<file path="src/rtl/spi_flash_responder_pkg.sv">
// spi_flash_pkg: shared types and constants for the SPI flash responder.
//   state_t  - responder protocol state
//   CMD_*    - supported flash opcodes
package spi_flash_pkg;

  typedef enum logic [2:0] {
    IDLE,
    CMD,
    ADDR,
    DATA,
    ID,
    STAT,
    IGNORE
  } state_t;

  localparam logic [7:0] CMD_READ = 8'h03;
  localparam logic [7:0] CMD_RDID = 8'h9F;
  localparam logic [7:0] CMD_RDSR = 8'h05;

endpackage

</file>
<file path="src/rtl/spi_flash_responder_if.sv">
// spi_flash_if: SPI bus between the flash-interface master and the responder.
//   sclk, cs_n, mosi - driven by the master
//   miso, miso_oe    - driven by the responder
interface spi_flash_if;
  logic sclk;
  logic cs_n;
  logic mosi;
  logic miso;
  logic miso_oe;

  modport master (output sclk, cs_n, mosi, input miso, miso_oe);
  modport slave  (input sclk, cs_n, mosi, output miso, miso_oe);
endinterface

</file>
<file path="src/rtl/spi_flash_responder_in_sync.sv">
// spi_in_sync: 2-FF synchroniser for an asynchronous input plus a third
// flop for edge detection.
//   clk, reset_n - core clock, async active-low reset
//   d            - asynchronous input
//   q            - synchronised level (second flop)
//   rise, fall   - single-cycle edge strobes of q
module spi_in_sync #(
  parameter logic RST_VAL = 1'b0
) (
  input  logic clk,
  input  logic reset_n,
  input  logic d,
  output logic q,
  output logic rise,
  output logic fall
);
  logic s1, s2, s3;

  always_ff @(posedge clk or negedge reset_n) begin
    if (!reset_n) begin
      s1 <= RST_VAL;
      s2 <= RST_VAL;
      s3 <= RST_VAL;
    end else begin
      s1 <= d;
      s2 <= s1;
      s3 <= s2;
    end
  end

  assign q    = s2;
  assign rise = s2 & ~s3;
  assign fall = ~s2 & s3;
endmodule

</file>
<file path="src/rtl/spi_flash_responder.sv">
// spi_flash_responder: SPI mode-0 target emulating a serial flash for
// READ (0x03), RDID (0x9F) and RDSR (0x05), backed by a byte-wide memory.
//   clk, reset_n - core clock (>= 8x sclk), async active-low reset
//   spi          - SPI bus (slave side)
//   mem_req_o    - single-cycle read strobe
//   mem_addr_o   - read byte address, held until the next request
//   mem_rdata_i  - read data, valid 1 clk after mem_req_o
//   busy_o       - high while the (synchronised) select is low
module spi_flash_responder
  import spi_flash_pkg::*;
#(
  parameter int unsigned ADDR_W   = 24,
  parameter logic [23:0] JEDEC_ID = 24'hEF4016,
  parameter logic [7:0]  STATUS   = 8'h00
) (
  input  logic              clk,
  input  logic              reset_n,
  spi_flash_if.slave        spi,
  output logic              mem_req_o,
  output logic [ADDR_W-1:0] mem_addr_o,
  input  logic [7:0]        mem_rdata_i,
  output logic              busy_o
);
  logic sclk_q, sclk_rise, sclk_fall;
  logic cs_q, cs_rise, cs_fall;
  logic mosi_q, mosi_rise, mosi_fall;

  spi_in_sync #(.RST_VAL(1'b0)) u_sclk (.clk(clk), .reset_n(reset_n), .d(spi.sclk),
    .q(sclk_q), .rise(sclk_rise), .fall(sclk_fall));
  // cs_n flops reset to "selected" so a select already low when reset
  // releases never produces a fall strobe: we only join fresh transfers.
  spi_in_sync #(.RST_VAL(1'b0)) u_cs (.clk(clk), .reset_n(reset_n), .d(spi.cs_n),
    .q(cs_q), .rise(cs_rise), .fall(cs_fall));
  spi_in_sync #(.RST_VAL(1'b0)) u_mosi (.clk(clk), .reset_n(reset_n), .d(spi.mosi),
    .q(mosi_q), .rise(mosi_rise), .fall(mosi_fall));

  logic unused_sync;
  assign unused_sync = ^{sclk_q, cs_rise, mosi_rise, mosi_fall};

  state_t      state, state_n;
  logic [2:0]  bit_cnt;
  logic [1:0]  byte_cnt;   // bytes into ADDR / ID phase, saturates at 3
  logic [22:0] rx_sh;
  logic [7:0]  tx_sh;
  logic        rvld;       // mem_rdata_i valid this cycle
  logic        armed;      // select seen high since reset
  logic        miso_q, oe_q;

  logic [23:0] rx_nxt;
  logic        byte_end, data_st;

  assign rx_nxt   = {rx_sh, mosi_q};
  assign byte_end = sclk_rise && (bit_cnt == 3'd7);
  assign data_st  = (state == DATA) || (state == ID) || (state == STAT);

  assign spi.miso    = miso_q;
  assign spi.miso_oe = oe_q;
  assign busy_o      = ~cs_q & armed;

  always_ff @(posedge clk or negedge reset_n) begin
    if (!reset_n) state <= IDLE;
    else          state <= state_n;
  end

  always_comb begin
    state_n = state;
    unique case (state)
      IDLE: if (cs_fall) state_n = CMD;
      CMD: if (byte_end) begin
        unique case (rx_nxt[7:0])
          CMD_READ: state_n = ADDR;
          CMD_RDID: state_n = ID;
          CMD_RDSR: state_n = STAT;
          default:  state_n = IGNORE;
        endcase
      end
      ADDR: if (byte_end && byte_cnt == 2'd2) state_n = DATA;
      default: ;
    endcase
    if (cs_q) state_n = IDLE;
  end

  always_ff @(posedge clk or negedge reset_n) begin
    if (!reset_n) begin
      bit_cnt    <= '0;
      byte_cnt   <= '0;
      rx_sh      <= '0;
      tx_sh      <= '0;
      rvld       <= 1'b0;
      armed      <= 1'b0;
      miso_q     <= 1'b0;
      oe_q       <= 1'b0;
      mem_req_o  <= 1'b0;
      mem_addr_o <= '0;
    end else begin
      mem_req_o <= 1'b0;
      rvld      <= mem_req_o;
      if (cs_q) armed <= 1'b1;
      if (cs_q) begin
        // deselect: drop partial byte and any pending prefetch
        bit_cnt <= '0;
        miso_q  <= 1'b0;
        oe_q    <= 1'b0;
      end else if (state == IDLE) begin
        // sclk edges here are ignored, including one coincident with cs fall
        if (cs_fall) begin
          bit_cnt  <= '0;
          byte_cnt <= '0;
        end
      end else begin
        if (sclk_rise) begin
          rx_sh   <= rx_nxt[22:0];
          bit_cnt <= bit_cnt + 3'd1;
          if (bit_cnt == 3'd7 && byte_cnt != 2'd3) byte_cnt <= byte_cnt + 2'd1;
        end
        if (sclk_fall && data_st) begin
          miso_q <= tx_sh[7];
          tx_sh  <= {tx_sh[6:0], 1'b0};
          oe_q   <= 1'b1;
        end
        unique case (state)
          CMD: if (byte_end) begin
            byte_cnt <= '0;
            if (rx_nxt[7:0] == CMD_RDID)      tx_sh <= JEDEC_ID[23:16];
            else if (rx_nxt[7:0] == CMD_RDSR) tx_sh <= STATUS;
          end
          ADDR: if (byte_end && byte_cnt == 2'd2) begin
            mem_addr_o <= rx_nxt[ADDR_W-1:0];
            mem_req_o  <= 1'b1;
          end
          DATA: begin
            if (rvld) tx_sh <= mem_rdata_i;
            // prefetch the next byte while the current one's last bit is out
            if (byte_end) begin
              mem_addr_o <= mem_addr_o + ADDR_W'(1);
              mem_req_o  <= 1'b1;
            end
          end
          ID: if (byte_end) begin
            unique case (byte_cnt)
              2'd0:    tx_sh <= JEDEC_ID[15:8];
              2'd1:    tx_sh <= JEDEC_ID[7:0];
              default: tx_sh <= 8'h00;
            endcase
          end
          STAT: if (byte_end) tx_sh <= STATUS;
          default: ;
        endcase
      end
    end
  end
endmodule

</file>
<file path="src/flat_wrapper.sv">
// flat-port wrapper written by rule: the top's interface ports become plain ports
module spi_flash_responder_flat import spi_flash_pkg::*;
#(
  parameter int unsigned ADDR_W   = 24,
  parameter logic [23:0] JEDEC_ID = 24'hEF4016,
  parameter logic [7:0]  STATUS   = 8'h00
)
  (clk, reset_n, mem_req_o, mem_addr_o, mem_rdata_i, busy_o, spi_sclk, spi_cs_n, spi_mosi, spi_miso, spi_miso_oe);
  spi_flash_if spi_i ();
  input  logic clk;
  input  logic reset_n;
  output logic mem_req_o;
  output logic [ADDR_W-1:0] mem_addr_o;
  input  logic [7:0] mem_rdata_i;
  output logic busy_o;
  input wire logic [$bits(spi_i.sclk)-1:0] spi_sclk;
  input wire logic [$bits(spi_i.cs_n)-1:0] spi_cs_n;
  input wire logic [$bits(spi_i.mosi)-1:0] spi_mosi;
  output wire logic [$bits(spi_i.miso)-1:0] spi_miso;
  output wire logic [$bits(spi_i.miso_oe)-1:0] spi_miso_oe;
  assign spi_i.sclk = spi_sclk;
  assign spi_i.cs_n = spi_cs_n;
  assign spi_i.mosi = spi_mosi;
  assign spi_miso = spi_i.miso;
  assign spi_miso_oe = spi_i.miso_oe;
  spi_flash_responder #(.ADDR_W(ADDR_W), .JEDEC_ID(JEDEC_ID), .STATUS(STATUS)) u_core (.clk(clk), .reset_n(reset_n), .spi(spi_i), .mem_req_o(mem_req_o), .mem_addr_o(mem_addr_o), .mem_rdata_i(mem_rdata_i), .busy_o(busy_o));
endmodule
</file>
<file path="config.mk">
export PLATFORM = sky130hd
export DESIGN_NAME = spi_flash_responder_flat
export DESIGN_NICKNAME = d
export VERILOG_FILES = /design/src/rtl/spi_flash_responder_pkg.sv /design/src/rtl/spi_flash_responder_if.sv /design/src/rtl/spi_flash_responder_in_sync.sv /design/src/rtl/spi_flash_responder.sv /design/src/flat_wrapper.sv
export SDC_FILE = /design/constraint.sdc
export NUM_CORES = 1
export LEC_CHECK = 0
export CELL_PAD_IN_SITES_DETAIL_PLACEMENT = 0
export CELL_PAD_IN_SITES_GLOBAL_PLACEMENT = 1
export CORE_ASPECT_RATIO = 0.5
export CORE_MARGIN = 1
export CORE_UTILIZATION = 44
export DETAILED_ROUTE_END_ITERATION = 10
export GPL_TIMING_DRIVEN = 0
export PLACE_DENSITY = 0.75
export SKIP_CTS_REPAIR_TIMING = 1
export SYNTH_ARGS = -nofsm -noshare
export SYNTH_HDL_FRONTEND = slang
export SYNTH_SLANG_ARGS = --single-unit
</file>
<file path="constraint.sdc">
create_clock -name clk -period 2.5 [get_ports clk]
set_input_delay 0.5 -clock clk [delete_from_list [all_inputs] [get_ports clk]]
set_output_delay 0.5 -clock clk [all_outputs]
set_load 0.05 [all_outputs]
</file>
==> impl_metrics.json, run 1 <==
{
  "crit_arrival_ns": 2.59,
  "finalNonFillerCells": 546,
  "vias_per_cell": 5.95,
  "r2r-start": "u_core.rx_sh[4]",
  "end_kind": "flop",
  "final_area_sq_mm": 0.00470,
  "ys.flop_type": "dfrtp_1",
  "die_w_um": 134,
  "initial_utilization": 0.466,
  "num_rows": 23,
  "tightest_slew_ns": 1.01,
  "clock_skew_ns": 0.00496,
  "routedWlPerCell_um": 18.3,
  "io_pins": 41,
  "cts_tree": "yes",
  "clkLatencyLatePin_ns": 0.34,
  "hold_viol_final": 0,
  "path_clk_slew_ns": 0.06,
  "routabilityCongestion": 0.874,
  "synth_area_per_cell_sq_um": 10.2,
  "peakVddDrop_mv": 0.397,
  "critical_path_required_ns": 2.72,
  "worstSetupStartpoint": "u_core.rx_sh[4]",
  "synth-seq-cells": 76,
  "synth_edf_count": 0,
  "fin_crit_ns": 2.37,
  "clkSinkCount": 76,
  "leakage_nw": 2.03,
  "core-area_sq_mm": 0.00823,
  "final_cell_mix": "76 x dfrtp_1, 38 x clkdlybuf4s50_1, 34 x a21oi_1, 28 x nand2_1, 25 x nor2_1",
  "grt_usage": 0.241,
  "synth_area_leader_cell": "dfrtp_1",
  "antenna_found_initial": 0,
  "drive_gt1_frac": 0.138,
  "syn-instance-count": 378,
  "die_area_sq_mm": 0.00912,
  "area_growth_syn_to_layout_pct": 22.5,
  "wl_mm": 9.98,
  "synth_warnings": 0,
  "dp.cells": 531,
  "pre_cts_ws_ns": -0.0121,
  "firstDrtPassIters": 5,
  "grt_pass1_wl_mm": 16.5,
  "slew_headroom": 0.324,
  "drv_cap": 0,
  "grt_setup_unrepaired": "no",
  "ant_nets": 0,
  "r2r_slack_ns": 0.13,
  "drv_slew": 0,
  "overflow": 0,
  "syn-num-nets": 398,
  "synth_seq_area_share": 0.495,
  "antenna_cells": 0,
  "die_h_um": 68.0,
  "drc": 0,
  "max_freq_mhz": 422,
  "placed_area_sq_mm": 0.00440,
  "portBuffers": 40,
  "syn-cell-area_sq_mm": 0.00384,
  "setup_slack_ns": 0.131,
  "postSynth.asyncResetShare": 1.00,
  "min_path_type": "input port to asynchronous set/reset pin",
  "grt_pass1_vias": 3155,
  "final_common_cell": "dfrtp_1",
  "num_vias": 3248,
  "hpwlAfterDp_mm": 6.97,
  "fin_nets": 450,
  "dr.first_iter.drc_count": 272,
  "root_buffer": "clkbuf_16",
  "synth.distinct_cells": 55,
  "crit_path_start_kind": "flop",
  "status": "completed",
  "ctsLongestPathBuffers": 2,
  "cts_htree_levels": 3,
  "crit_type": "flop to flop",
  "fin_util": 0.571,
  "p_per_area_mw_per_mm2": 754,
  "final-setup-viol-count": 0,
  "cp_max_fo": 5,
  "grt_max_degree": 56,
  "synth_top_area_frac": 0.495,
  "yosys-top-cells-area": "dfrtp_1 50%, mux2_2 7.0%, a21oi_1 4.4%, nand2_1 2.7%, o21ai_0 2.7%",
  "hold_slack_ns": 0.0556,
  "fin_crit_sh": 0.948,
  "cts_buffers": 9
}
## stage by stage
stage	TNS, ns	total power [mW]
floorplan	0	2.03
global placement	-128.43	2.25
detailed placement	-0.0446	2.28
CTS	-0.381	3.56
global route	0	3.74
finish	0	3.55
## final cells by class
| class | instances | area, sq um |
|---|---|---|
| buffer | 22 | 120 |
| clock inverter | 5 | 52.6 |
| clock buffer | 10 | 239 |
| tap | 112 | 140 |
| multi-input combinational | 269 | 1780 |
| fill | 713 | 3530 |
| timing repair buffer | 41 | 428 |
| sequential | 76 | 1900 |
| inverter | 11 | 41.3 |
## layer usage
metal | up-vias | routed length [um] | GRT usage
met5 | - | 0 | 0
met4 | 0 | 95 | 0.0744
li1 | 1504 | - | -
met3 | 10 | 547 | 0.0607
met2 | 98 | 4600 | 0.403
met1 | 1636 | 4730 | 0.315
## state kept, by name, indices dropped and copies added, names as in the netlist, 2 cells and up
name,flops
u_core.mem_addr_o,24
u_core.rx_sh,23
u_core.tx_sh,8
u_core.bit_cnt,3
u_core.state,3
u_core.byte_cnt,2
## worst paths after layout
check,to,depth (start not counted)
min in group clk,u_core.u_sclk.q,0
worst max-delay path,u_core.tx_sh[5],5
worst min-delay path,u_core.u_cs.q,1
max in group asynchronous,u_core.rx_sh[1],2
worst min register to register,u_core.u_sclk.q,0
worst max register to register,u_core.tx_sh[5],5
## worst max-delay path: stages, from the launching register on
cell and delay [ns]:
dfrtp_1 0.43, or3b_2 0.50, o31ai_1 0.39, o311ai_1 0.30
and3_1 0.29, a221o_1 0.34
## synth_stat cells, types with 2 or more instances
master	number
nor4_2	2
mux2_2	24
and3_1	4
a22o_1	3
nand2b_1	6
a211oi_1	2
o31ai_1	4
ha_1	7
nand2_1	28
mux2i_1	5
a2bb2oi_1	11
buf_6	4
or3b_2	2
o22a_1	2
a22oi_1	2
nand3_1	16
nand3b_1	3
nor3b_1	3
a21o_1	3
clkbuf_1	13
nor2_1	26
or3_1	3
a21oi_1	34
o21a_1	2
and4_1	2
buf_2	5
a221o_1	2
o22ai_1	12
a21boi_0	3
nand4_1	7
o21ai_0	21
a31oi_1	4
nor3_1	4
dfrtp_1	76
nor4_1	2
and2_1	2
inv_1	11
## power breakdown
group | switching [mW] | internal, mW | leakage (nW)
clock network | 0.490 | 0.788 | 0.144
registers | 0.112 | 1.36 | 1.02
logic | 0.478 | 0.322 | 0.871
## kinds of logic after synthesis
family                   count (synthesis)  synth area share
AND/OR/NAND/NOR                        119             0.165
AO/OA/AOI/OAI                          114             0.192
flip-flops                              76             0.495
buffers and inverters                   33            0.0417
multiplexers                            29            0.0834
adder cells (fa/ha/maj)                  7            0.0228
Power figures use the tool's default switching activity.
==> inputs of run 2 (changes only) <==
--- a/config.mk
+++ b/config.mk
@@ -9,10 +9,11 @@
 export CELL_PAD_IN_SITES_GLOBAL_PLACEMENT = 1
 export CORE_ASPECT_RATIO = 0.5
 export CORE_MARGIN = 1
-export CORE_UTILIZATION = 44
+export CORE_UTILIZATION = 40
 export DETAILED_ROUTE_END_ITERATION = 10
+export DONT_BUFFER_PORTS = 1
 export GPL_TIMING_DRIVEN = 0
-export PLACE_DENSITY = 0.75
+export PLACE_DENSITY = 0.62
 export SKIP_CTS_REPAIR_TIMING = 1
 export SYNTH_ARGS = -nofsm -noshare
 export SYNTH_HDL_FRONTEND = slang
==> impl_metrics.json, run 2 (synthesis results as in run 1) <==
{
  "routedWlPerCell_um": 18.8,
  "clkLatencyLatePin_ns": 0.33,
  "wl_mm": 9.67,
  "crit_path_start_kind": "flop",
  "slowest_delay_ns": 0.72,
  "fin_nets": 413,
  "firstDrtPassIters": 5,
  "dr.first_iter.drc_count": 191,
  "fillerInstances": 854,
  "setup_slack_ns": 0.124,
  "largest_register": "u_core.mem_addr_o",
  "overflow": 0,
  "largest_reg_flops": 24,
  "root_buffer": "clkbuf_16",
  "pre_cts_ws_ns": -0.207,
  "hold_viol_final": 0,
  "crit_arrival_ns": 2.63,
  "fin_crit_ns": 2.38,
  "routabilityCongestion": 0.823,
  "grt_max_degree": 77,
  "min_path_type": "input port to asynchronous set/reset pin",
  "drive_gt1_frac": 0.161,
  "tightest_slew_ns": 0.932,
  "p_per_area_mw_per_mm2": 813,
  "grt_pass1_wl_mm": 16.3,
  "die_h_um": 71.3,
  "ant_nets": 0,
  "fin_crit_sh": 0.951,
  "seq_area_sq_mm": 0.00190,
  "path_clk_slew_ns": 0.06,
  "num_rows": 24,
  "clock_skew_ns": 0.00578,
  "area_growth_syn_to_layout_pct": 14.0,
  "status": "completed",
  "grt_usage": 0.211,
  "max_freq_mhz": 421,
  "grt_pass1_vias": 3056,
  "cts_buffers": 9,
  "die_w_um": 141,
  "drc": 0,
  "antenna_cells": 0,
  "reg.largest.list": "u_core.mem_addr_o x24, u_core.rx_sh x23, u_core.tx_sh x8",
  "cts_tree": "yes",
  "crit_type": "flop to flop",
  "vias_per_cell": 5.93,
  "antenna_found_initial": 0,
  "num_vias": 3053,
  "r2r_slack_ns": 0.12,
  "clkSinkCount": 76,
  "peakVddDrop_mv": 0.351,
  "slew_headroom": 0.377,
  "hpwlAfterDp_mm": 6.70,
  "end_kind": "flop",
  "multi_input_area_sq_mm": 0.00181,
  "critical_path_required_ns": 2.75,
  "drv_slew": 0,
  "io_pins": 41,
  "drv_cap": 0,
  "portBuffers": 0,
  "ctsLongestPathBuffers": 2,
  "die_area_sq_mm": 0.0100,
  "final_common_cell": "dfrtp_1",
  "final_cell_mix": "75 x dfrtp_1, 34 x a21oi_1, 28 x nand2_1, 25 x nor2_1, 24 x mux2_2",
  "leakage_nw": 1.93,
  "initial_utilization": 0.426,
  "fin_util": 0.486,
  "path_cells": "nand4_1 > nor4_4 > nand3_1 > a21oi_1 > a2bb2oi_1",
  "cp_max_fo": 9,
  "crit_slowest_cell": "dfrtp_1",
  "final-setup-viol-count": 0,
  "cts_htree_levels": 3,
  "core-area_sq_mm": 0.00901
}
[run 2: changes by cell type in the layout (fill, tap and decap cells not counted), moves of 2 or more]
| cell | change |
|---|---|
| clkdlybuf4s50_1 | -38 |
| clkinv_2 | -3 |
| buf_4 | +2 |
| clkbuf_1 | +2 |
| nor4_2 | -2 |
| nor4_4 | +2 |
[run 2: critical path: cells and delay by family, from the launching register on]
kind	cells	cell delay [ns]
and+or+nand+nor	3	1.21
DFF	1	0.72
AOI/OAI and AO/OA	2	0.37
[run 2: area by class of cell]
cell class / instances / area share
Sequential cell: 76 / 0.435
Multi-Input combinational cell: 269 / 0.413
Clock buffer: 13 / 0.0595
Tap cell: 117 / 0.0335
Buffer: 22 / 0.0275
Timing Repair Buffer: 4 / 0.0114
Clock inverter: 3 / 0.0103
Inverter: 11 / 0.00944
[run 2: worst paths after layout]
| check | start | endpoint | cells past startpoint |
|---|---|---|---|
| min in group clk | spi_sclk | u_core.u_sclk.s1 | 0 |
| worst max register to register | u_core.mem_addr_o[7] | u_core.mem_addr_o[23] | 5 |
| worst min register to register | u_core.u_mosi.s1 | u_core.u_mosi.q | 0 |
| max in group asynchronous | reset_n | u_core.mem_addr_o[6] | 1 |
| worst max-delay path | u_core.mem_addr_o[7] | u_core.mem_addr_o[23] | 5 |
| worst min-delay path | reset_n | u_core.u_cs.s1 | 1 |
[run 2: stage by stage]
step / setup TNS [ns] / hold slack (ns) / total power [mW] / instances / cell area [sq um]
3_5_place_dp: -1.04 / 0.207 / 2.22 / 495 / 3990
3_3_place_gp: -0.851 / 0.206 / 2.21 / 495 / 3990
4_1_cts: -1.34 / -0.146 / 3.55 / 511 / 4290
6_report: 0 / 0.0540 / 3.56 / 515 / 4380
2_1_floorplan: 0 / 0.204 / 2.03 / 378 / 3840
5_1_grt: -0.000265 / 0.0907 / 3.76 / 515 / 4380
[run 2: per-layer routing]
layer / part of all wire / routed length, um / up-vias / global-route usage
met5: 0 / 0 / - / 0
met4: 0.011 / 103 / 0 / 0.0628
met3: 0.060 / 580 / 12 / 0.0575
met2: 0.44 / 4220 / 85 / 0.321
met1: 0.49 / 4770 / 1519 / 0.297
li1: - / - / 1437 / -
[run 2: power by group]
part	internal (mW)	total, mW	switching, mW
clock network	0.828	1.31	0.480
logic	0.308	0.777	0.469
registers	1.36	1.47	0.119
